$ cat src/rtl/pipe_sink_pkg.sv
// Shared types for the X/Y result sink: pair encoding and assembler states.
package pipe_sink_pkg;

  localparam int PAIR_W = 2;

  typedef logic [PAIR_W-1:0] pair_t;

  typedef enum logic {
    EMPTY = 1'b0,
    FILL  = 1'b1
  } asm_state_t;

  function automatic pair_t make_pair(input logic x, input logic y);
    return {x, y};
  endfunction

endpackage

$ cat src/rtl/pipe_xy_sink_sync_fifo.sv
// Show-ahead synchronous FIFO with registered pointers and occupancy count.
// Storage is not reset; the consumer is expected to gate rd_data with empty.
module sync_fifo #(
  parameter int WIDTH = 8,
  parameter int DEPTH = 4
) (
  input  logic                       clk,
  input  logic                       reset,
  input  logic                       push,
  input  logic [WIDTH-1:0]           push_data,
  input  logic                       pop,
  output logic [WIDTH-1:0]           rd_data,
  output logic [$clog2(DEPTH+1)-1:0] count,
  output logic                       full,
  output logic                       empty
);

  localparam int AW = $clog2(DEPTH);
  localparam int CW = $clog2(DEPTH+1);

  logic [WIDTH-1:0] mem_q [DEPTH];
  logic [AW-1:0]    wr_ptr_q, wr_ptr_d;
  logic [AW-1:0]    rd_ptr_q, rd_ptr_d;
  logic [CW-1:0]    count_q, count_d;
  logic             push_ok_s, pop_ok_s;

  assign full      = (count_q == CW'(DEPTH));
  assign empty     = (count_q == CW'(0));
  assign push_ok_s = push && !full;
  assign pop_ok_s  = pop && !empty;
  assign rd_data   = mem_q[rd_ptr_q];
  assign count     = count_q;

  // Pointer and occupancy next-state; pointers wrap naturally (DEPTH is a power of two).
  always_comb begin
    wr_ptr_d = wr_ptr_q;
    rd_ptr_d = rd_ptr_q;
    count_d  = count_q;
    if (push_ok_s) begin
      wr_ptr_d = wr_ptr_q + AW'(1);
    end else begin
      wr_ptr_d = wr_ptr_q;
    end
    if (pop_ok_s) begin
      rd_ptr_d = rd_ptr_q + AW'(1);
    end else begin
      rd_ptr_d = rd_ptr_q;
    end
    case ({push_ok_s, pop_ok_s})
      2'b10:   count_d = count_q + CW'(1);
      2'b01:   count_d = count_q - CW'(1);
      default: count_d = count_q;
    endcase
  end

  // Control registers.
  always_ff @(posedge clk or posedge reset) begin
    if (reset) begin
      wr_ptr_q <= AW'(0);
      rd_ptr_q <= AW'(0);
      count_q  <= CW'(0);
    end else begin
      wr_ptr_q <= wr_ptr_d;
      rd_ptr_q <= rd_ptr_d;
      count_q  <= count_d;
    end
  end

  // Word storage.
  always_ff @(posedge clk) begin
    if (push_ok_s) begin
      mem_q[wr_ptr_q] <= push_data;
    end
  end

endmodule

$ cat src/rtl/pipe_xy_sink.sv
// Collects (x, y) result pairs, packs PAIRS of them per word (pair k at bits
// [2k+1:2k]) and hands completed words downstream through a show-ahead FIFO.
module pipe_xy_sink
  import pipe_sink_pkg::*;
#(
  parameter int PAIRS = 4,
  parameter int DEPTH = 4
) (
  input  logic                       clk,
  input  logic                       reset,
  input  logic                       in_valid,
  output logic                       in_ready,
  input  logic                       x,
  input  logic                       y,
  input  logic                       flush,
  output logic                       out_valid,
  input  logic                       out_ready,
  output logic [2*PAIRS-1:0]         out_data,
  output logic [$clog2(DEPTH+1)-1:0] count,
  output logic [15:0]                words_total
);

  localparam int W  = PAIR_W * PAIRS;
  localparam int IW = $clog2(PAIRS);
  localparam logic [IW-1:0] LAST_IDX = IW'(PAIRS-1);

  asm_state_t               state_q, state_d;
  logic [IW-1:0]            pair_idx_q, pair_idx_d;
  logic [W-1:0]             partial_q, partial_d;
  logic [15:0]              words_total_q, words_total_d;

  pair_t                    pair_s;
  logic [W-1:0]             shifted_pair_s;
  logic                     accept_s, push_s, pop_s;
  logic [W-1:0]             push_data_s;
  logic [W-1:0]             fifo_rd_data_s;
  logic [$clog2(DEPTH+1)-1:0] fifo_count_s;
  logic                     fifo_full_s, fifo_empty_s;

  // The final pair is only refused when its word would have nowhere to go.
  assign in_ready       = !flush && ((pair_idx_q != LAST_IDX) || !fifo_full_s);
  assign pair_s         = make_pair(x, y);
  assign shifted_pair_s = W'(pair_s) << (PAIR_W * int'(pair_idx_q));
  assign accept_s       = in_valid && in_ready;
  assign push_s         = accept_s && (pair_idx_q == LAST_IDX);
  assign push_data_s    = partial_q | shifted_pair_s;
  assign pop_s          = out_valid && out_ready;

  assign out_valid   = !fifo_empty_s;
  assign out_data    = out_valid ? fifo_rd_data_s : {W{1'b0}};
  assign count       = fifo_count_s;
  assign words_total = words_total_q;

  // Assembler next-state: flush wins over any offered pair.
  always_comb begin
    state_d    = state_q;
    pair_idx_d = pair_idx_q;
    partial_d  = partial_q;
    if (flush) begin
      state_d    = EMPTY;
      pair_idx_d = IW'(0);
      partial_d  = {W{1'b0}};
    end else begin
      case (state_q)
        EMPTY: begin
          if (accept_s) begin
            state_d    = FILL;
            pair_idx_d = IW'(1);
            partial_d  = shifted_pair_s;
          end else begin
            state_d = EMPTY;
          end
        end
        FILL: begin
          if (push_s) begin
            state_d    = EMPTY;
            pair_idx_d = IW'(0);
            partial_d  = {W{1'b0}};
          end else if (accept_s) begin
            pair_idx_d = pair_idx_q + IW'(1);
            partial_d  = push_data_s;
          end else begin
            state_d = FILL;
          end
        end
        default: begin
          state_d    = EMPTY;
          pair_idx_d = IW'(0);
          partial_d  = {W{1'b0}};
        end
      endcase
    end
  end

  // Completed-word counter next-state.
  always_comb begin
    words_total_d = words_total_q;
    if (push_s) begin
      words_total_d = words_total_q + 16'd1;
    end else begin
      words_total_d = words_total_q;
    end
  end

  // Assembler and counter registers.
  always_ff @(posedge clk or posedge reset) begin
    if (reset) begin
      state_q       <= EMPTY;
      pair_idx_q    <= IW'(0);
      partial_q     <= {W{1'b0}};
      words_total_q <= 16'd0;
    end else begin
      state_q       <= state_d;
      pair_idx_q    <= pair_idx_d;
      partial_q     <= partial_d;
      words_total_q <= words_total_d;
    end
  end

  sync_fifo #(
    .WIDTH (W),
    .DEPTH (DEPTH)
  ) u_fifo (
    .clk       (clk),
    .reset     (reset),
    .push      (push_s),
    .push_data (push_data_s),
    .pop       (pop_s),
    .rd_data   (fifo_rd_data_s),
    .count     (fifo_count_s),
    .full      (fifo_full_s),
    .empty     (fifo_empty_s)
  );

endmodule

$ cat config.mk
export PLATFORM = sky130hd
export DESIGN_NAME = pipe_xy_sink
export DESIGN_NICKNAME = d
export VERILOG_FILES = /design/src/rtl/pipe_sink_pkg.sv /design/src/rtl/pipe_xy_sink_sync_fifo.sv /design/src/rtl/pipe_xy_sink.sv
export SDC_FILE = /design/constraint.sdc
export NUM_CORES = 1
export LEC_CHECK = 0
export ABC_AREA = 1
export BUFFER_PORTS_ARGS = -buffer_cell sky130_fd_sc_hd__buf_4
export CAP_MARGIN = 20
export CORE_UTILIZATION = 53
export DETAILED_ROUTE_END_ITERATION = 10
export PLACE_DENSITY = 0.69
export SETUP_SLACK_MARGIN = 0.05
export SLEW_MARGIN = 20
export SYNTH_ARGS = -nofsm -noshare
export SYNTH_HDL_FRONTEND = slang
export SYNTH_SLANG_ARGS = --single-unit
export TNS_END_PERCENT = 1
$ cat constraint.sdc
create_clock -name clk -period 3.6 [get_ports clk]
set_clock_uncertainty 0.1 [all_clocks]
set_input_delay 0.72 -clock clk [delete_from_list [all_inputs] [get_ports clk]]
set_output_delay 0.72 -clock clk [all_outputs]
set_load 0.02 [all_outputs]
**Word-level counts from Yosys, hierarchy flattened**

Memory sizes are Yosys's and may differ from the RTL's.
Index checks and enable logic that the tools add are counted.

- Bits in registers: 34
- RAM bits: 32
- Bits of input ports: 7
- Logic and storage cells: 55
- Memories: 1

Memory list:

| memory | depth | width | read ports | clocked after memory_dff | wr ports | RTL line | text |
|---|---|---|---|---|---|---|---|
| u_fifo.mem_q | 4 | 8 | 1 | 0 | 1 | pipe_xy_sink_sync_fifo.sv:21 | `logic [WIDTH-1:0] mem_q [DEPTH];` |

- Add/subtract/negate cells: 6
- Equality and inequality tests: 7
- Shifts and indexed selects: 1
- Mux-type cells: 18
- Bitwise gates (word level): 2
- Reductions and logical operators: 13

Operator list:

| cell | count |
|---|---|
| 8-bit 2-to-1 mux | 5 |
| 16-bit by 1-bit adder with 16-bit output, second input constant | 1 |
| 8-bit one-hot mux with 2 select lines | 1 |
| 2-bit 2-to-1 mux | 4 |
| 8-bit OR | 1 |
| 2-bit by 3-bit << shifter with 8-bit output | 1 |
| 2-bit by 1-bit adder with 2-bit output, second input constant | 3 |
| 1-bit logical AND | 6 |
| 3-bit one-hot mux with 2 select lines | 1 |
| 1-bit 2-to-1 mux | 5 |
| 2-bit equality test, second input constant | 2 |
| 4-bit by 2-bit inequality test with 1-bit output, second input constant | 1 |
| 2-bit one-hot mux with 2 select lines | 1 |
| 3-bit by 1-bit adder with 3-bit output, second input constant | 1 |
| 3-bit equality test, second input constant | 1 |
| 1-bit logical NOT | 3 |
| 3-bit logical NOT | 1 |
| 3-bit inequality test, second input constant | 1 |
| 3-bit by 1-bit subtractor with 3-bit output, second input constant | 1 |
| 2-bit by 1-bit equality test with 1-bit output, second input constant | 1 |
| 2-bit inequality test, second input constant | 1 |
| 1-bit one-hot mux with 2 select lines | 1 |
| 2-bit AND reduction | 1 |
| 2-bit nonzero test | 1 |
| 2 further kinds | 2 |

**Depth between registers and ports, before layout**

- Word-level depth: 9
- Depth in mapped cells: 11

**Modules after synthesis**

Synthesis repeated with hierarchy kept, for this count alone.

- Cells, all modules: 360
- Area total of the unflattened synthesis: 3283.1 um^2

By module, submodules not included:

| module | instances | cells each | area an instance (um^2) |
|---|---|---|---|
| sync_fifo | 1 | 155 | 1755.4 |
| pipe_xy_sink | 1 | 205 | 1527.7 |

**Least setup slack after synthesis**

No wires, ideal clock.

- Path type: input-to-reg
- Start: input flush
- End: register u_fifo.count_q[2] (netlist: u_fifo.count[2])
- Setup time: 0.135 ns
- Arrival: 2.092 ns
- Required time: 3.365 ns
- Setup slack: 1.273 ns
- Stages on the path: 10
- Cells stage by stage: inv_1 nand4_2 buf_6 buf_6 ha_1 inv_1 fa_1 a21oi_1 o21ai_0 xnor2_1

- Longest elaborated chain between the ends: 7

Ends and longest elaborated chain:

| item | RTL line | text |
|---|---|---|
| from (decl) | pipe_xy_sink.sv:15 | `input logic flush,` |
| 1-bit logical NOT * | pipe_xy_sink.sv:41 | `assign in_ready = !flush && ((pair_idx_q != LAST_IDX) \|\| !fifo_full_s);` |
| 1-bit logical AND * | pipe_xy_sink.sv:41 |  |
| 1-bit logical AND * | pipe_xy_sink.sv:44 | `assign accept_s = in_valid && in_ready;` |
| 1-bit logical AND * | pipe_xy_sink.sv:45 | `assign push_s = accept_s && (pair_idx_q == LAST_IDX);` |
| 1-bit logical AND * | pipe_xy_sink_sync_fifo.sv:29 | `assign push_ok_s = push && !full;` |
| 2-bit by 1-bit equality test with 1-bit output / 2-bit equality test (equally long branches) | pipe_xy_sink_sync_fifo.sv:49 | `case ({push_ok_s, pop_ok_s})` |
| 3-bit one-hot mux with 2 select lines / 2-bit nonzero test (equally long branches) | -- |  |
| to (signal assigned) | pipe_xy_sink_sync_fifo.sv:65 | `count_q <= count_d;` |
| to (decl) | pipe_xy_sink_sync_fifo.sv:24 | `logic [CW-1:0] count_q, count_d;` |

Every way passes the cells marked *; elsewhere a longest branch is shown, timed or not.
A chain may end at the register's enable or synchronous reset.

**Final worst setup path**

- Start: register u_fifo.rd_ptr_q[0]
- End: output out_data[0]

- Longest elaborated chain between the ends: 2

Ends and longest elaborated chain:

| item | RTL line | text |
|---|---|---|
| from (decl) | pipe_xy_sink_sync_fifo.sv:23 | `logic [AW-1:0] rd_ptr_q, rd_ptr_d;` |
| from (signal assigned) | pipe_xy_sink_sync_fifo.sv:64 | `rd_ptr_q <= rd_ptr_d;` |
| memory read 4 x 8 bit | -- |  |
| 8-bit 2-to-1 mux | pipe_xy_sink.sv:50 | `assign out_data = out_valid ? fifo_rd_data_s : {W{1'b0}};` |
| to (decl) | pipe_xy_sink.sv:18 | `output logic [2*PAIRS-1:0] out_data,` |

Every way passes these cells.

==> impl_metrics.toml <==
[synthesis]
avgSynthCellArea_um2 = 9.32
synth_edf_count = 32
synth.largest_area_cell = "edfxtp_1"
netlist.area_leader.share_pct = 29.9
synth-seq-cells = 66
synth_cell_types = 29
yosysSeqAreaShare_pct = 56.3
ys.flop_type = "dfrtp_1"
synth_area_leaders = "edfxtp_1 30%, dfrtp_1 26%, nand2_1 8.5%, nor2_1 6.3%, o21ai_0 5.0%"
synth_fp_nets = 360
async_reset_ff_share_pct = 51.5
synth_area_um2 = 3220
yosysWarnings = 0
syn_inst = 345

[placed_design]
hpwl_mm = 4.37
place_ws_ps = 956
gp_congestion = 0.791
post-place-cells = 450
io_buffers = 35

[clock_network]
cts_resized = 0
post_cts_buffers = 0
cts_tree = "done"
cts-buffers-inserted = 9
cts-root-buf = "clkbuf_8"
postCtsHoldBufs = 0
cts.sinks = 66
path_clk_slew_ps = 80
h-tree-depth = 3
cts_buffer_depth = 2
clk-insertion-delay-late_ps = 340

[critical_path]
critPathTopFamily = "flip-flops"
critPathMaxStageDelay_ps = 770
cp_max_fo = 19
cp-startpoint = "u_fifo.rd_ptr_q[0]$_DFFE_PP0P_"
cp_cell_sequence = "inv_2 > o21ai_0 > a21oi_1 > buf_4"
worstPathArrival_ps = 1960
worst_setup_path_end_kind = "output pin"
crit_slowest_cell = "dfrtp_1"
reg2reg_slack_ps = 1370
path_class = "reg2out"
rr_startpoint = "pair_idx_q[0]$_DFFE_PP0P_"
startpoint_type = "flop"
cp.required_ps = 2780
cp.buffers_inverters = 2

[routing]
ant_nets = 0
met2_wirelength_mm = 3.17
via_per_inst = 5.08
dr.pass1.iters = 4
via_count = 2367
wl_met1_mm = 2.75
route.met3.wl_um = 218
wirelength_mm = 6.27
first_iter_violations = 170
drc = 0
routedWlPerCell_um = 13.4
highest_layer = "met4"

[final_layout]
area_growth_pct = 17.5
drive_gt1_share_pct = 18.7
layout.nets = 401
antenna_cells = 0
stdcell_count = 466

[sta]
layout_setup_ws_ps = 820
slew_headroom_pct = 55.0
fmax_ghz = 0.360
timing.setup.tns_ps = 0
hold_violations = 0
period_needed_ps = 2780
maxSlewViolCount = 0
rsz0062_at_grt = "false"
final.period_utilization_pct = 77.2
worst_slew_pin_slew_ps = 672
setup_viol = 0

[floorplanning]
core-area_um2 = 5890
die_w_um = 79.9
start_util_pct = 54.6
die_height_um = 79.9
rows = 28
io-pin-count = 36
dieArea_um2 = 6380

[global_route]
antenna_found_initial = 0
gr-total-overflow = 0
grt_pass1_vias = 2246
grt_usage_pct = 22.2
grt_max_degree = 35
grt_pass1_wl_mm = 10.4

[power_and_ir_drop]
comb_power_share_pct = 29.0
switchingPower_uw = 793
p_per_area_nw_per_um2 = 627
sequentialPowerShare_pct = 40.1
swShare_pct = 33.5
p_leak_nw = 1.71
p_clk_share_pct = 30.8
ir_drop_mv = 0.529
p_int_mw = 1.57

[worst_hold_path]
min_path_type = "in2async"

[flow_run]
maxCapViolCount = 0

[outcome]
status = "completed"
## metrics by stage
step	hold slack [ps]	power [mW]	area, µm²	util, %
floorplan	376	1.40	3220	-
global placement	394	1.63	3540	60.2
detailed placement	398	1.66	3540	60.2
CTS	381	2.39	3780	64.2
global route	436	2.49	3780	64.2
finish	377	2.37	3780	64.2
## cells in the mapped netlist, types with 2 or more instances
master,count
a21oi_1,9
xor2_1,13
dfrtp_1,34
nand4_1,2
o21ai_0,32
edfxtp_1,32
nand2_1,73
inv_1,35
inv_2,3
nand3_2,2
nand3_1,21
xnor2_1,2
nor2_1,54
buf_2,4
nor2_2,8
ha_1,7
buf_6,2
## logic make-up (layout without fill, tap and decap cells)
kind of cell | Yosys count | after routing | share of synthesized area (%)
XOR/XNOR | 16 | 16 | 4.59
flip-flops | 66 | 66 | 56.3
AO/OA/AOI/OAI | 44 | 44 | 7.47
adder cells (fa/ha/maj) | 8 | 8 | 3.35
buffers and inverters | 48 | 94 | 6.34
AND/OR/NAND/NOR | 163 | 163 | 21.9
## per-layer routing
layer,global-route usage [%],vias up
li1,-,1186
met1,27.9,1121
met2,37.0,46
met3,3.89,14
met4,10.5,0
met5,0,-
## worst reg2reg max path, delay by kind of cell (launching register included)
kind	cells	cell delay, ps
adder cells (fa/ha/maj)	1	330
AND/OR/NAND/NOR	2	700
flip-flops	1	460
buffers and inverters	1	260
## worst paths after layout
check                                                     to  cells past startpoint
worst max register to register  u_fifo.mem_q[3][7]$_DFFE_PP_                      4
worst min-delay path              words_total[8]$_DFFE_PP0P_                      3
worst max-delay path                             out_data[0]                      4
worst min register to register      partial_q[0]$_DFFE_PP0P_                      2
min in group clk                    partial_q[0]$_DFFE_PP0P_                      2
max in group asynchronous        words_total[10]$_DFFE_PP0P_                      3
## power groups by stage
stage	sequential, mW	clock, mW	combinational, mW
2_1_floorplan	0.937	0	0.464
3_3_place_gp	0.963	0	0.671
3_5_place_dp	0.965	0	0.692
4_1_cts	0.950	0.741	0.694
5_1_grt	0.960	0.776	0.754
6_report	0.950	0.730	0.687
## layout make-up
type	instances	area (µm²)
clock buffers	10	128
inverters	39	146
clock inverters	6	105
multi-input cells	231	1200
fillers	499	2110
repair buffers	39	293
well taps	75	93.8
flip-flops and latches	66	1810
## cells in the final DEF, fill, tap and decap left out, drive strengths merged, types with 4 or more instances in the layout
master / Yosys / final
o21ai: 32 / 32
a21oi: 10 / 10
xor2: 14 / 14
buf: 8 / 39
clkbuf: 1 / 10
ha: 7 / 7
dfrtp: 34 / 34
nor2: 63 / 63
clkinv: 1 / 4
nand2: 73 / 73
nand3: 23 / 23
edfxtp: 32 / 32
inv: 38 / 38
## sequential cells by signal (all words and copies together), names as in the netlist
| signal | cells |
|---|---|
| pair_idx_q | 2 |
| partial_q | 8 |
| state_q | 1 |
| u_fifo.count | 3 |
| u_fifo.mem_q | 32 |
| u_fifo.rd_ptr_q | 2 |
| u_fifo.wr_ptr_q | 2 |
| words_total | 16 |
(Power assumes the default switching activity.)
